### config.mk
export PLATFORM = sky130hd
export DESIGN_NAME = mc_ctrl
export DESIGN_NICKNAME = d
export VERILOG_FILES = /design/src/rtl/mc_ctrl.sv
export SDC_FILE = /design/constraint.sdc
export NUM_CORES = 1
export LEC_CHECK = 0
export CAP_MARGIN = 20
export CORE_AREA = 2 2 73 75
export CTS_BUF_LIST = sky130_fd_sc_hd__clkbuf_16
export CTS_CLUSTER_DIAMETER = 100
export DETAILED_ROUTE_END_ITERATION = 8
export DIE_AREA = 0 0 75 77
export GPL_TIMING_DRIVEN = 0
export PLACE_DENSITY = 0.85
export REMOVE_ABC_BUFFERS = 1
export SYNTH_ARGS = -nofsm -noshare
export SYNTH_HDL_FRONTEND = slang
export SYNTH_SLANG_ARGS = --single-unit
### constraint.sdc
create_clock -name clk -period 4.86 [get_ports clk]
set_clock_uncertainty 0.2 [all_clocks]
set_input_delay 0.729 -clock clk [delete_from_list [all_inputs] [get_ports clk]]
set_output_delay 0.729 -clock clk [all_outputs]
set_load 0.01 [all_outputs]
### src/rtl/mc_ctrl.sv
`default_nettype none
// mc_ctrl: multi-cycle RV32I sequencer with memory watchdog and halt/fault status. Rev 1.0
// Optional macro CTRL_PERF_CNT_EN enables the cycle_cnt/instret performance counters.
module mc_ctrl #(
  parameter int MEM_TIMEOUT = 255
) (
  input  logic        clk,
  input  logic        rst_n,
  input  logic [9:0]  cls,
  input  logic [2:0]  funct3,
  input  logic        br_taken,
  output logic        imem_req,
  input  logic        imem_ack,
  output logic        ir_we,
  output logic        dmem_req,
  output logic        dmem_we,
  input  logic        dmem_ack,
  output logic        pc_we,
  output logic [1:0]  pc_sel,
  output logic        rf_we,
  output logic [1:0]  wb_sel,
  output logic [2:0]  state,
  output logic        halt,
  output logic        fault,
  output logic [1:0]  fault_cause,
  output logic [31:0] cycle_cnt,
  output logic [31:0] instret
);
  localparam int TW = (MEM_TIMEOUT > 0) ? $clog2(MEM_TIMEOUT + 1) : 1;
  localparam int WD_LAST_I = (MEM_TIMEOUT > 0) ? MEM_TIMEOUT - 1 : 0;
  localparam logic [TW-1:0] WD_LAST = TW'(WD_LAST_I);

  localparam int C_LOAD   = 0;
  localparam int C_STORE  = 1;
  localparam int C_BRANCH = 2;
  localparam int C_JALR   = 3;
  localparam int C_JAL    = 4;
  localparam int C_LUI    = 5;
  localparam int C_AUIPC  = 6;
  localparam int C_OPIMM  = 7;
  localparam int C_OP     = 8;
  localparam int C_SYSTEM = 9;

  typedef enum logic [2:0] {
    S_IDLE   = 3'd0,
    S_FETCH  = 3'd1,
    S_DECODE = 3'd2,
    S_EXEC   = 3'd3,
    S_MEM    = 3'd4,
    S_WB     = 3'd5,
    S_HALT   = 3'd6,
    S_FAULT  = 3'd7
  } state_t;

  state_t        r_state, w_state_nxt;
  logic [9:0]    r_cls;
  logic [2:0]    r_funct3;
  logic [TW-1:0] r_wdog;
  logic [1:0]    r_cause, w_cause_nxt;
  logic          w_wd_expired, w_cls_onehot, w_waiting;

  assign w_cls_onehot = (cls != 10'd0) && ((cls & (cls - 10'd1)) == 10'd0);
  assign w_waiting    = (r_state == S_FETCH) || (r_state == S_MEM);
  // Expiry is flagged on the last allowed wait cycle so an ack in that cycle still wins.
  assign w_wd_expired = (MEM_TIMEOUT != 0) && (r_wdog == WD_LAST);

  always_ff @(posedge clk or negedge rst_n) begin
    if (!rst_n) begin
      r_state  <= S_IDLE;
      r_cls    <= '0;
      r_funct3 <= '0;
      r_wdog   <= '0;
      r_cause  <= '0;
    end else begin
      r_state <= w_state_nxt;
      r_cause <= w_cause_nxt;
      if (r_state == S_DECODE) begin
        r_cls    <= cls;
        r_funct3 <= funct3;
      end
      if (w_state_nxt != r_state) begin
        r_wdog <= '0;
      end else if (w_waiting && (r_wdog != '1)) begin
        r_wdog <= r_wdog + 1'b1;
      end
    end
  end

  always_comb begin
    w_state_nxt = r_state;
    w_cause_nxt = r_cause;
    imem_req    = 1'b0;
    ir_we       = 1'b0;
    dmem_req    = 1'b0;
    dmem_we     = 1'b0;
    pc_we       = 1'b0;
    pc_sel      = 2'd0;
    rf_we       = 1'b0;
    wb_sel      = 2'd0;
    case (r_state)
      S_IDLE: w_state_nxt = S_FETCH;
      S_FETCH: begin
        imem_req = 1'b1;
        if (imem_ack) begin
          ir_we       = 1'b1;
          w_state_nxt = S_DECODE;
        end else if (w_wd_expired) begin
          w_state_nxt = S_FAULT;
          w_cause_nxt = 2'd2;
        end
      end
      S_DECODE: begin
        if (w_cls_onehot) begin
          w_state_nxt = S_EXEC;
        end else begin
          w_state_nxt = S_FAULT;
          w_cause_nxt = 2'd1;
        end
      end
      S_EXEC: begin
        if (r_cls[C_BRANCH]) begin
          pc_we       = 1'b1;
          pc_sel      = br_taken ? 2'd1 : 2'd0;
          w_state_nxt = S_FETCH;
        end else if (r_cls[C_JAL] || r_cls[C_JALR]) begin
          rf_we       = 1'b1;
          wb_sel      = 2'd2;
          pc_we       = 1'b1;
          pc_sel      = r_cls[C_JALR] ? 2'd2 : 2'd1;
          w_state_nxt = S_FETCH;
        end else if (r_cls[C_LOAD] || r_cls[C_STORE]) begin
          w_state_nxt = S_MEM;
        end else if (r_cls[C_LUI] || r_cls[C_AUIPC] || r_cls[C_OP] || r_cls[C_OPIMM]) begin
          w_state_nxt = S_WB;
        end else if (r_cls[C_SYSTEM] && (r_funct3 == 3'd0)) begin
          w_state_nxt = S_HALT;
        end else begin
          w_state_nxt = S_FAULT;
          w_cause_nxt = 2'd1;
        end
      end
      S_MEM: begin
        dmem_req = 1'b1;
        dmem_we  = r_cls[C_STORE];
        if (dmem_ack) begin
          if (r_cls[C_STORE]) begin
            pc_we       = 1'b1;
            w_state_nxt = S_FETCH;
          end else begin
            w_state_nxt = S_WB;
          end
        end else if (w_wd_expired) begin
          w_state_nxt = S_FAULT;
          w_cause_nxt = 2'd3;
        end
      end
      S_WB: begin
        rf_we       = 1'b1;
        wb_sel      = r_cls[C_LOAD] ? 2'd1 : 2'd0;
        pc_we       = 1'b1;
        w_state_nxt = S_FETCH;
      end
      default: ;
    endcase
  end

  assign state       = r_state;
  assign halt        = (r_state == S_HALT);
  assign fault       = (r_state == S_FAULT);
  assign fault_cause = r_cause;

`ifdef CTRL_PERF_CNT_EN
  logic [31:0] r_cycle_cnt, r_instret;
  logic        w_active, w_retire;

  assign w_active = (r_state >= S_FETCH) && (r_state <= S_WB);
  assign w_retire = (w_state_nxt == S_FETCH) &&
                    ((r_state == S_EXEC) || (r_state == S_MEM) || (r_state == S_WB));

  always_ff @(posedge clk or negedge rst_n) begin
    if (!rst_n) begin
      r_cycle_cnt <= '0;
      r_instret   <= '0;
    end else begin
      if (w_active) r_cycle_cnt <= r_cycle_cnt + 32'd1;
      if (w_retire) r_instret   <= r_instret + 32'd1;
    end
  end

  assign cycle_cnt = r_cycle_cnt;
  assign instret   = r_instret;
`else
  assign cycle_cnt = '0;
  assign instret   = '0;
`endif

endmodule
`default_nettype wire

; ---- After elaboration in Yosys (flattened, before gate mapping)
; Index checks and enable logic that the tools add are counted.
; Widths: inputs -> output; s select.
[word_totals]
reg_bits = 26
inputBits = 18
output_inout_bits = 81
word_cells = 90
[classes]
n_addsub = 2
n_eq_ne = 20
n_mux = 45
bitwise = 1
reduce_logical = 17
[ops]
columns = cell, n
row1 = $mux 2, 18
row2 = $mux 3, 7
row3 = $ne 2x2->1 const B, 10
row4 = $mux 8, 2
row5 = $pmux 3 s5, 1
row6 = $mux 1, 13
row7 = $eq 3x3->1 const B, 4
row8 = $reduce_and 11->1, 1
row9 = $and 10x10->10, 1
row10 = $logic_not 10->1, 1
row11 = $reduce_bool 10->1, 1
row12 = $sub 10x1->10 const B, 1
row13 = $add 8x1->8 const B, 1
row14 = $eq 8x8->1 const B, 1
row15 = $ne 8x8->1 const B, 1
row16 = $pmux 2 s4, 1
row17 = $eq 3x2->1 const B, 2
row18 = $logic_not 3->1, 2
row19 = $logic_or 1x1->1, 6
row20 = $pmux 2 s2, 1
row21 = $reduce_bool 4->1, 1
row22 = $eq 3x1->1 const B, 1
row23 = $logic_and 1x1->1, 3
row24 = $ne 3x3->1, 1
row25 = other kinds (4), 4

; ---- Longest topological paths before layout
; Gate-level depths: netlist of run 1.
[depth]
word_depth = 10
depth_mapped = 7
depth_no_buf = 7

; ---- Worst setup path after synthesis of run 1
; No wires, ideal clock.
[synth_path]
path_type = input -> register
start = input port cls[1]
end = register r_cause[0] (netlist: fault_cause[0])
setup_ns = 0.135
arrival_time_ns = 2.161
slack_ns = 2.365
stages = 5
path_buffers = 0
cell_sequence = or4_4 -> o31a_1 -> or2_1 -> o41ai_1 -> a211oi_1
[synth_via]
elab_chain_cells = 6
[synth_rtl]
columns = item, line
row1 = from (decl), 9  ; input logic [9:0] cls,
row2 = $sub 10x1->10, 62  ; assign w_cls_onehot = (cls != 10'd0) && ((cls & (cls - 10'd1)) == 10'd0);
row3 = $and 10x10->10, 62
row4 = $logic_not 10->1, 62
row5 = $logic_and 1x1->1 (*), 62
row6 = $ne 2x2->1 (no line) (*), n/a
row7 = $reduce_and 11->1 (no line) (*), n/a
row8 = to (signal assigned), 76  ; r_cause <= w_cause_nxt;
row9 = to (decl), 59  ; logic [1:0] r_cause, w_cause_nxt;
; Mark *: on every way between the ends. The rest lies on a longest branch, timed or not.
; A chain may end at the register's enable or synchronous reset.

; ---- Worst setup path after layout of run 1
[layout_path]
start = input port dmem_ack
end = output port pc_we
[layout_via]
elab_chain_cells = 2
[layout_rtl]
columns = item, line
row1 = from (decl), 17  ; input logic dmem_ack,
row2 = $mux 1, 145  ; if (dmem_ack) begin
row3 = $pmux 1 s3, 100  ; case (r_state)
row4 = to (decl), 18  ; output logic pc_we,
; No other way between the ends.

==> impl_summary.log, run 1 <==
[metrics] synthesized area: 2146 µm²
[metrics] max_slew headroom: 0.5684
[metrics] post-synthesis instance total: 235
[metrics] Static Leakage: 1.066 nW
[metrics] via count of the routed design: 1681
[metrics] final number of hold-violating endpoints: 0
[metrics] Worst Path Class, Setup: in -> out
[metrics] Die Area: 5775 µm²
[metrics] setup repair after global routing missed its margin: no
[metrics] Pwr Density: 196.6 nW/µm²
[metrics] most instantiated flip-flop cell in the synthesis netlist: sky130_fd_sc_hd__dfrtp_1
[metrics] Post-CTS Repair Setup Buffers: 0
[metrics] outcome: finished clean
[metrics] Slew @ Worst Pin: 647.5 ps
[metrics] Worst Path Required: 3930 ps
[metrics] first-pass GRT wire length: 6.706 mm
[metrics] Avg Cell Area, Syn: 9.131 µm²
[metrics] largest stage delay on the critical path: 570 ps
[metrics] share of power burned in registers: 0.468
[metrics] # hold bufs at CTS: 0
[metrics] Top cell by count, worst path: sky130_fd_sc_hd__clkdlybuf4s50_1
[metrics] Worst-path clk slew: 70 ps
[metrics] Max Clk Rate: 307.7 MHz
[metrics] fraction of power consumed by combinational cells: 0.147
[metrics] Resize count post-CTS: 0
[metrics] total number of clock tree sinks: 26
[metrics] antenna diode count: 0
[metrics] post-synthesis sequential element count: 26
[metrics] count of distinct cell types in the synthesized netlist: 55
[metrics] core region area: 4977 µm²
[metrics] arrival time of data at the critical path endpoint: 2320 ps
[metrics] buffer cell driving the clock tree root: sky130_fd_sc_hd__clkbuf_16
[metrics] Iter 0 DRT Violations: 135
[metrics] DRC errors left: 0
[metrics] number of optimization iterations in the first detailed-route pass: 4
[metrics] latest clock arrival within the worst-skew pair: 260 ps
[metrics] top layer used by detailed routing: met4
[metrics] sequential element share of the synthesized area: 0.3032
[metrics] startpoint type of the worst setup path: primary input
[metrics] ratio of cells with drive above 1 in the final layout: 0.1152
[metrics] Detailed Route WL: 4.296 mm
[metrics] routed length on met2: 2.053 mm
[metrics] share of flip-flops with an asynchronous set or reset after synthesis: 1.000
[metrics] EDFF count, synth: 0
[metrics] clock tree from TritonCTS: yes
[metrics] die boundary height: 77 µm
[metrics] DP HPWL: 3.259 mm
[metrics] Internal Power: 0.3536 mW
[metrics] highest fanout seen on the critical path: 5
[metrics] buffers from clock root to sink, at most: 2
[metrics] Synth warnings: 0
[metrics] type of the worst min-delay path: reg -> reg
[metrics] Tmin final: 3250 ps
[metrics] global routing usage summed across all routing layers: 0.1446
[metrics] via count of the first global-routing pass: 1480
[metrics] number of buffers created by CTS: 3
[metrics] Initial Util: 0.4311
[metrics] kind of cell adding the most delay to the critical path: buffers and inverters
[metrics] critical-path cell list: clkdlybuf4s50_1 > a21oi_1 > nor3_1 > o21bai_1 > clkdlybuf4s50_1
[metrics] FP Rows: 26
[metrics] initial antenna violation count: 0
[metrics] H-tree lvl count: 1
[metrics] reported max-cap violation count: 0
[metrics] final global-route overflow total: 0
[metrics] count of final setup violators: 0
[metrics] Critical path buffers and inverters: 2
[metrics] IO Count: 99
[metrics] net switching power: 0.1193 mW
[metrics] x dimension of the die: 75 µm
[metrics] CP endpoint kind: output port
[metrics] library cell contributing the largest single delay on the critical path: sky130_fd_sc_hd__clkdlybuf4s50_1
[metrics] final worst path period share: 0.6687
[metrics] GP Congestion: 0.8458
[metrics] detailed route wirelength on metal3: 352 µm
[metrics] per-cell routed wire length: 12.67 µm
[metrics] Filler Cells Inserted: 455
[metrics] fraction of power consumed by the clock network: 0.385
[metrics] total count of max-transition violations in the final report: 0
[metrics] sum of routed wire segments on met1: 1.837 mm
[metrics] worst voltage drop across the vdd grid: 0.0002094 V
[metrics] overall power: 0.4729 mW
[metrics] maximum number of pins on one net before global-route repair: 19
[metrics] setup tns final: 0 ps
[metrics] count of nets after finishing: 290
[metrics] number of port buffers: 34
[metrics] area added between synthesis and finish: 12.13%
[metrics] switching part of the total: 0.2523
[metrics] per-cell via count in the routed design: 4.959
[metrics] Post-DRT Antenna Nets: 0
==> path summary, 6_finish.rpt <==
kind	slack, ps	to	from	cells past startpoint
min	310	r_cls[6]	r_cls[6]	1
min in group asynchronous	650	r_cls[1]	rst_n	1
min reg2reg	310	r_cls[6]	r_cls[6]	1
max reg2reg	2200	r_wdog[7]	state[1]	6
max in group asynchronous	3300	r_funct3[0]	rst_n	2
max	1610	pc_we	dmem_ack	5
==> cells in the final DEF, fill, tap and decap left out, drive strengths merged, types with 2 or more instances in the layout <==
cell type	count
mux2	13
or2	2
buf	2
dfrtp	26
nor2	16
o21ai	5
and3	3
xnor2	2
clkbuf	3
a311oi	2
a31oi	4
inv	5
nor3b	3
nand3b	2
nand2b	2
a211oi	4
o31ai	2
a21oi	4
nand4	4
xor2	6
ha	2
or3b	2
conb	64
nand3	8
nor4	2
nor3	16
o21bai	2
clkdlybuf4s50	34
nand2	7
and2	3
==> routing by layer <==
metal | vias up | GRT usage
met5 | - | 0
met4 | 0 | 0.03393
met3 | 7 | 0.03811
met2 | 89 | 0.2316
met1 | 807 | 0.1923
li1 | 778 | -
==> logic make-up (layout without fill, tap and decap cells) <==
logic type	after synthesis	in the layout	synth area share
and+or+nand+nor	74	74	0.1901
buffers and inverters	74	45	0.2461
AOI/OAI and AO/OA	37	37	0.1464
DFF	26	26	0.3032
muxes	13	13	0.06822
xor gates and xnor gates	8	8	0.03265
adders and majority gates	2	2	0.01166
other	1	64	0.001748
==> flip-flops by register name, summed over array words and instances (netlist names) <==
register     count
state            3
fault_cause      2
r_cls           10
r_funct3         3
r_wdog           8
==> synth_stat cells, drive strengths merged, types with 4 or more instances <==
cell | number | area, µm²
nand2 | 7 | 26.28
buf | 68 | 505.5
nor3 | 16 | 85.08
a31oi | 4 | 40.04
o21ai | 5 | 25.02
mux2 | 13 | 146.4
inv | 5 | 18.77
nand4 | 4 | 25.02
a21oi | 4 | 20.02
dfrtp | 26 | 650.6
a211oi | 4 | 30.03
xor2 | 6 | 52.55
nand3 | 8 | 40.04
nor2 | 16 | 60.06
==> through the flow <==
step | cells | instance area [µm²] | worst slack [ps] | util | hold WS [ps]
floorplan | 229 | 1873 | 2254 | - | 233.4
global placement | 333 | 2301 | 1665 | 0.4623 | 291.4
detailed placement | 334 | 2316 | 1620 | 0.4653 | 297.7
CTS | 338 | 2395 | 1635 | 0.4811 | 312.5
global route | 339 | 2406 | 1485 | 0.4834 | 328.0
finish | 339 | 2406 | 1610 | 0.4834 | 310.1
==> final cells by class <==
type / instances / area [µm²] / area share
clock buffer: 3 / 75.07 / 0.03120
clock inverter: 1 / 3.754 / 0.001560
inverter: 5 / 18.77 / 0.007800
multi-input combinational: 198 / 1204 / 0.5003
sequential: 26 / 650.6 / 0.2704
tap: 70 / 87.58 / 0.03640
timing repair buffer: 36 / 366.6 / 0.1524
==> power groups by stage <==
stage	clock network [mW]	logic [mW]	registers, mW
floorplan	0	0.0363	0.226
global placement	0	0.0662	0.226
detailed placement	0	0.0683	0.225
CTS	0.185	0.0685	0.221
global route	0.195	0.0770	0.222
finish	0.182	0.0695	0.221
(Power assumes the default switching activity.)
==> run 2: changes to the inputs <==
--- a/config.mk
+++ b/config.mk
@@ -6,13 +6,13 @@
 export NUM_CORES = 1
 export LEC_CHECK = 0
 export CAP_MARGIN = 20
-export CORE_AREA = 2 2 73 75
+export CORE_AREA = 2 2 79 81
 export CTS_BUF_LIST = sky130_fd_sc_hd__clkbuf_16
 export CTS_CLUSTER_DIAMETER = 100
 export DETAILED_ROUTE_END_ITERATION = 8
-export DIE_AREA = 0 0 75 77
+export DIE_AREA = 0 0 81 83
 export GPL_TIMING_DRIVEN = 0
-export PLACE_DENSITY = 0.85
+export PLACE_DENSITY = 0.77
 export REMOVE_ABC_BUFFERS = 1
 export SYNTH_ARGS = -nofsm -noshare
 export SYNTH_HDL_FRONTEND = slang
==> constraint.sdc (replaced) <==
create_clock -name clk -period 2.8 [get_ports clk]
set_clock_uncertainty 0.2 [all_clocks]
set_input_delay 0.42 -clock clk [delete_from_list [all_inputs] [get_ports clk]]
set_output_delay 0.42 -clock clk [all_outputs]
set_load 0.01 [all_outputs]
==> run 2 against run 1 <==
Register-to-register slack got worse by 1900 ps. Utilization fell by 6.4 points. Non-clock buffer count rose by 3. First-iteration DRC count is 15% higher. Sequential share of layout area decreased by 0.19 points. Flip-flop and latch count unchanged. Largest power group unchanged.
==> impl_summary.log, run 2 (synthesis results as in run 1) <==
[metrics] total number of clock tree sinks: 26 (unchanged)
[metrics] path depth of the worst reg2reg path: 5 (-1)
[metrics] launching point of the worst reg2reg path: r_cls[6]
[metrics] DRC errors left: 0 (unchanged)
[metrics] highest fanout seen on the critical path: 16 (+11)
[metrics] die boundary height: 83 µm (+7.8%)
[metrics] number of port buffers: 34 (unchanged)
[metrics] leading cell type in the layout, fill and taps excluded: sky130_fd_sc_hd__conb_1
[metrics] Tmin final: 2666 ps
[metrics] count of nets after finishing: 293 (+1.0%)
[metrics] largest stage delay on the critical path: 560 ps (about the same)
[metrics] GP Congestion: 0.9023 (+6.7%)
[metrics] biggest registers after layout: r_cls x10, r_wdog x8
[metrics] critical-path cell list: nand3b_1 > nor3_1 > o21bai_1 > clkdlybuf4s50_1
[metrics] setup tns final: 0 ps (unchanged)
[metrics] Worst-path clk slew: 60 ps (about the same)
[metrics] share of power burned in registers: 0.467 (about the same)
[metrics] DP HPWL: 3.376 mm (+3.6%)
[metrics] number of buffers created by CTS: 3 (unchanged)
[metrics] startpoint type of the worst setup path: register
[metrics] utilization of the core after routing: 0.4191 (-0.06430)
[metrics] IO Count: 99 (unchanged)
[metrics] final number of hold-violating endpoints: 0 (unchanged)
[metrics] antenna diode count: 0 (unchanged)
[metrics] overall power: 0.8234 mW (+74%)
[metrics] Static Leakage: 1.076 nW (+0.93%)
[metrics] first-pass GRT wire length: 7.514 mm (+12%)
[metrics] per-cell routed wire length: 12.75 µm (+0.60%)
[metrics] outcome: finished clean
[metrics] per-cell via count in the routed design: 4.882 (-1.6%)
[metrics] Internal Power: 0.6124 mW (+73%)
[metrics] final worst path period share: 0.9521
[metrics] count of final setup violators: 0 (unchanged)
[metrics] # hold bufs at CTS: 0 (unchanged)
[metrics] H-tree lvl count: 1 (unchanged)
[metrics] placement-stage cell area: 2322 µm² (+0.27%)
[metrics] latest clock arrival within the worst-skew pair: 260 ps (about the same)
[metrics] Die Area: 6723 µm² (+16%)
[metrics] area added between synthesis and finish: 13.59%
[metrics] number of flip-flops in the largest register: 10 (unchanged)
[metrics] core region area: 5816 µm² (+17%)
[metrics] crit path capture: rf_we
[metrics] reported max-cap violation count: 0 (unchanged)
[metrics] via count of the first global-routing pass: 1537 (+3.9%)
[metrics] final global-route overflow total: 0 (unchanged)
[metrics] Largest Register: r_cls
[metrics] post-route cell area: 2437 µm² (+1.3%)
[metrics] global routing usage summed across all routing layers: 0.1389 (-0.005683)
[metrics] Crit Reg-Reg Endpoint: r_wdog[6]
[metrics] fraction of power consumed by combinational cells: 0.147 (about the same)
[metrics] initial antenna violation count: 0 (unchanged)
[metrics] Detailed Route WL: 4.411 mm (+2.7%)
[metrics] Iter 0 DRT Violations: 155 (+15%)
[metrics] x dimension of the die: 81 µm (+8.0%)
[metrics] library cell contributing the largest single delay on the critical path: sky130_fd_sc_hd__clkdlybuf4s50_1
[metrics] arrival time of data at the critical path endpoint: 2050 ps (-270 ps)
[metrics] Worst Path Class, Setup: reg -> out
[metrics] Initial Util: 0.3690 (-0.06215)
[metrics] number of instances in the placed design: 339 (+1.5%)
[metrics] maximum number of pins on one net before global-route repair: 19 (unchanged)
[metrics] Slew @ Worst Pin: 660.6 ps (+13.16 ps)
[metrics] switching part of the total: 0.2562 (+0.003913)
[metrics] worst setup margin: 134.0 ps (-1476 ps)
[metrics] number of optimization iterations in the first detailed-route pass: 4 (unchanged)
[metrics] Filler Cells Inserted: 589 (+29%)
[metrics] worst voltage drop across the vdd grid: 0.0002035 V (-2.8%)
[metrics] net switching power: 0.2110 mW (+77%)
[metrics] ratio of cells with drive above 1 in the final layout: 0.1365 (+0.02129)
[metrics] placement-stage worst setup slack: -473.0 ps (-2093 ps)
[metrics] Worst Path Required: 2180 ps (-1750 ps)
[metrics] fraction of power consumed by the clock network: 0.386 (about the same)
[metrics] crit path launch: state[2]
[metrics] CP endpoint kind: output port
[metrics] Layout Cells excl Fill: 346 (+2.1%)
[metrics] Pwr Density: 337.8 nW/µm² (+72%)
[metrics] worst hold slack: 310.6 ps (+0.5440 ps)
[metrics] buffer cell driving the clock tree root: sky130_fd_sc_hd__clkbuf_16
[metrics] buffers from clock root to sink, at most: 2 (unchanged)
[metrics] max_slew headroom: 0.5555 (-0.01284)
[metrics] type of the worst min-delay path: reg -> reg
[metrics] setup repair after global routing missed its margin: no
[metrics] Reg2Reg Setup Slack: 280 ps (-1920 ps)
[metrics] Post-DRT Antenna Nets: 0 (unchanged)
[metrics] total count of max-transition violations in the final report: 0 (unchanged)
[metrics] via count of the routed design: 1689 (+0.48%)
[metrics] clock tree from TritonCTS: yes
[metrics] FP Rows: 28 (+7.7%)
[metrics] Max Clk Rate: 375.1 MHz
[metrics] leading cell types in the layout, fill and taps excluded: sky130_fd_sc_hd__conb_1, sky130_fd_sc_hd__clkdlybuf4s50_1, sky130_fd_sc_hd__dfrtp_1, sky130_fd_sc_hd__nor2_1, sky130_fd_sc_hd__nor3_1
==> run 2: routing by layer <==
metal  global-route usage  wire length [µm]  share of wire  vias up
li1                     -                 -              -      782
met1               0.1828              1761           0.40      807
met2               0.2307              2241           0.51       97
met3              0.02609               377          0.085        3
met4              0.03698                30         0.0068        0
met5                    0                 0              0        -
==> run 2: worst min path at each step <==
stage               cells past startpoint             end        start  slack (ps)
floorplan                               0  fault_cause[0]        rst_n         -80
global placement                        1        r_cls[6]     r_cls[6]         290
detailed placement                      1        r_cls[6]     r_cls[6]         300
CTS                                     1        r_cls[6]     r_cls[6]         320
global route                            1     r_funct3[1]  r_funct3[1]         330
finish                                  1     r_funct3[1]  r_funct3[1]         310
==> run 2: power by group through the flow <==
stage	clock network [mW]	registers, mW	logic (mW)
floorplan	0	0.392	0.0630
global placement	0	0.392	0.116
detailed placement	0	0.392	0.119
CTS	0.330	0.385	0.120
global route	0.341	0.386	0.136
finish	0.318	0.385	0.121
==> run 2: critical path: cells and delay by family (launching register included) <==
| kind | cells | cell delay, ps |
|---|---|---|
| buffers and inverters | 1 | 560 |
| and+or+nand+nor | 2 | 540 |
| DFF | 1 | 530 |
| AOI/OAI and AO/OA | 1 | 160 |
==> run 2: area by class of cell <==
| type | instances | area (µm²) | share of cell area |
|---|---|---|---|
| multi-input combinational | 198 | 1210 | 0.4964 |
| timing repair buffer | 39 | 385.4 | 0.1581 |
| sequential | 26 | 654.4 | 0.2685 |
| inverter | 5 | 18.77 | 0.007700 |
| tap | 75 | 93.84 | 0.03850 |
| clock buffer | 3 | 75.07 | 0.03080 |
==> run 2: what timing repair did <==
action / in CTS / in global routing
setup buffers: 2 / 2
gates resized for setup: 4 / 0
setup endpoints to repair: 10 / 1
pin swaps: 1 / 0
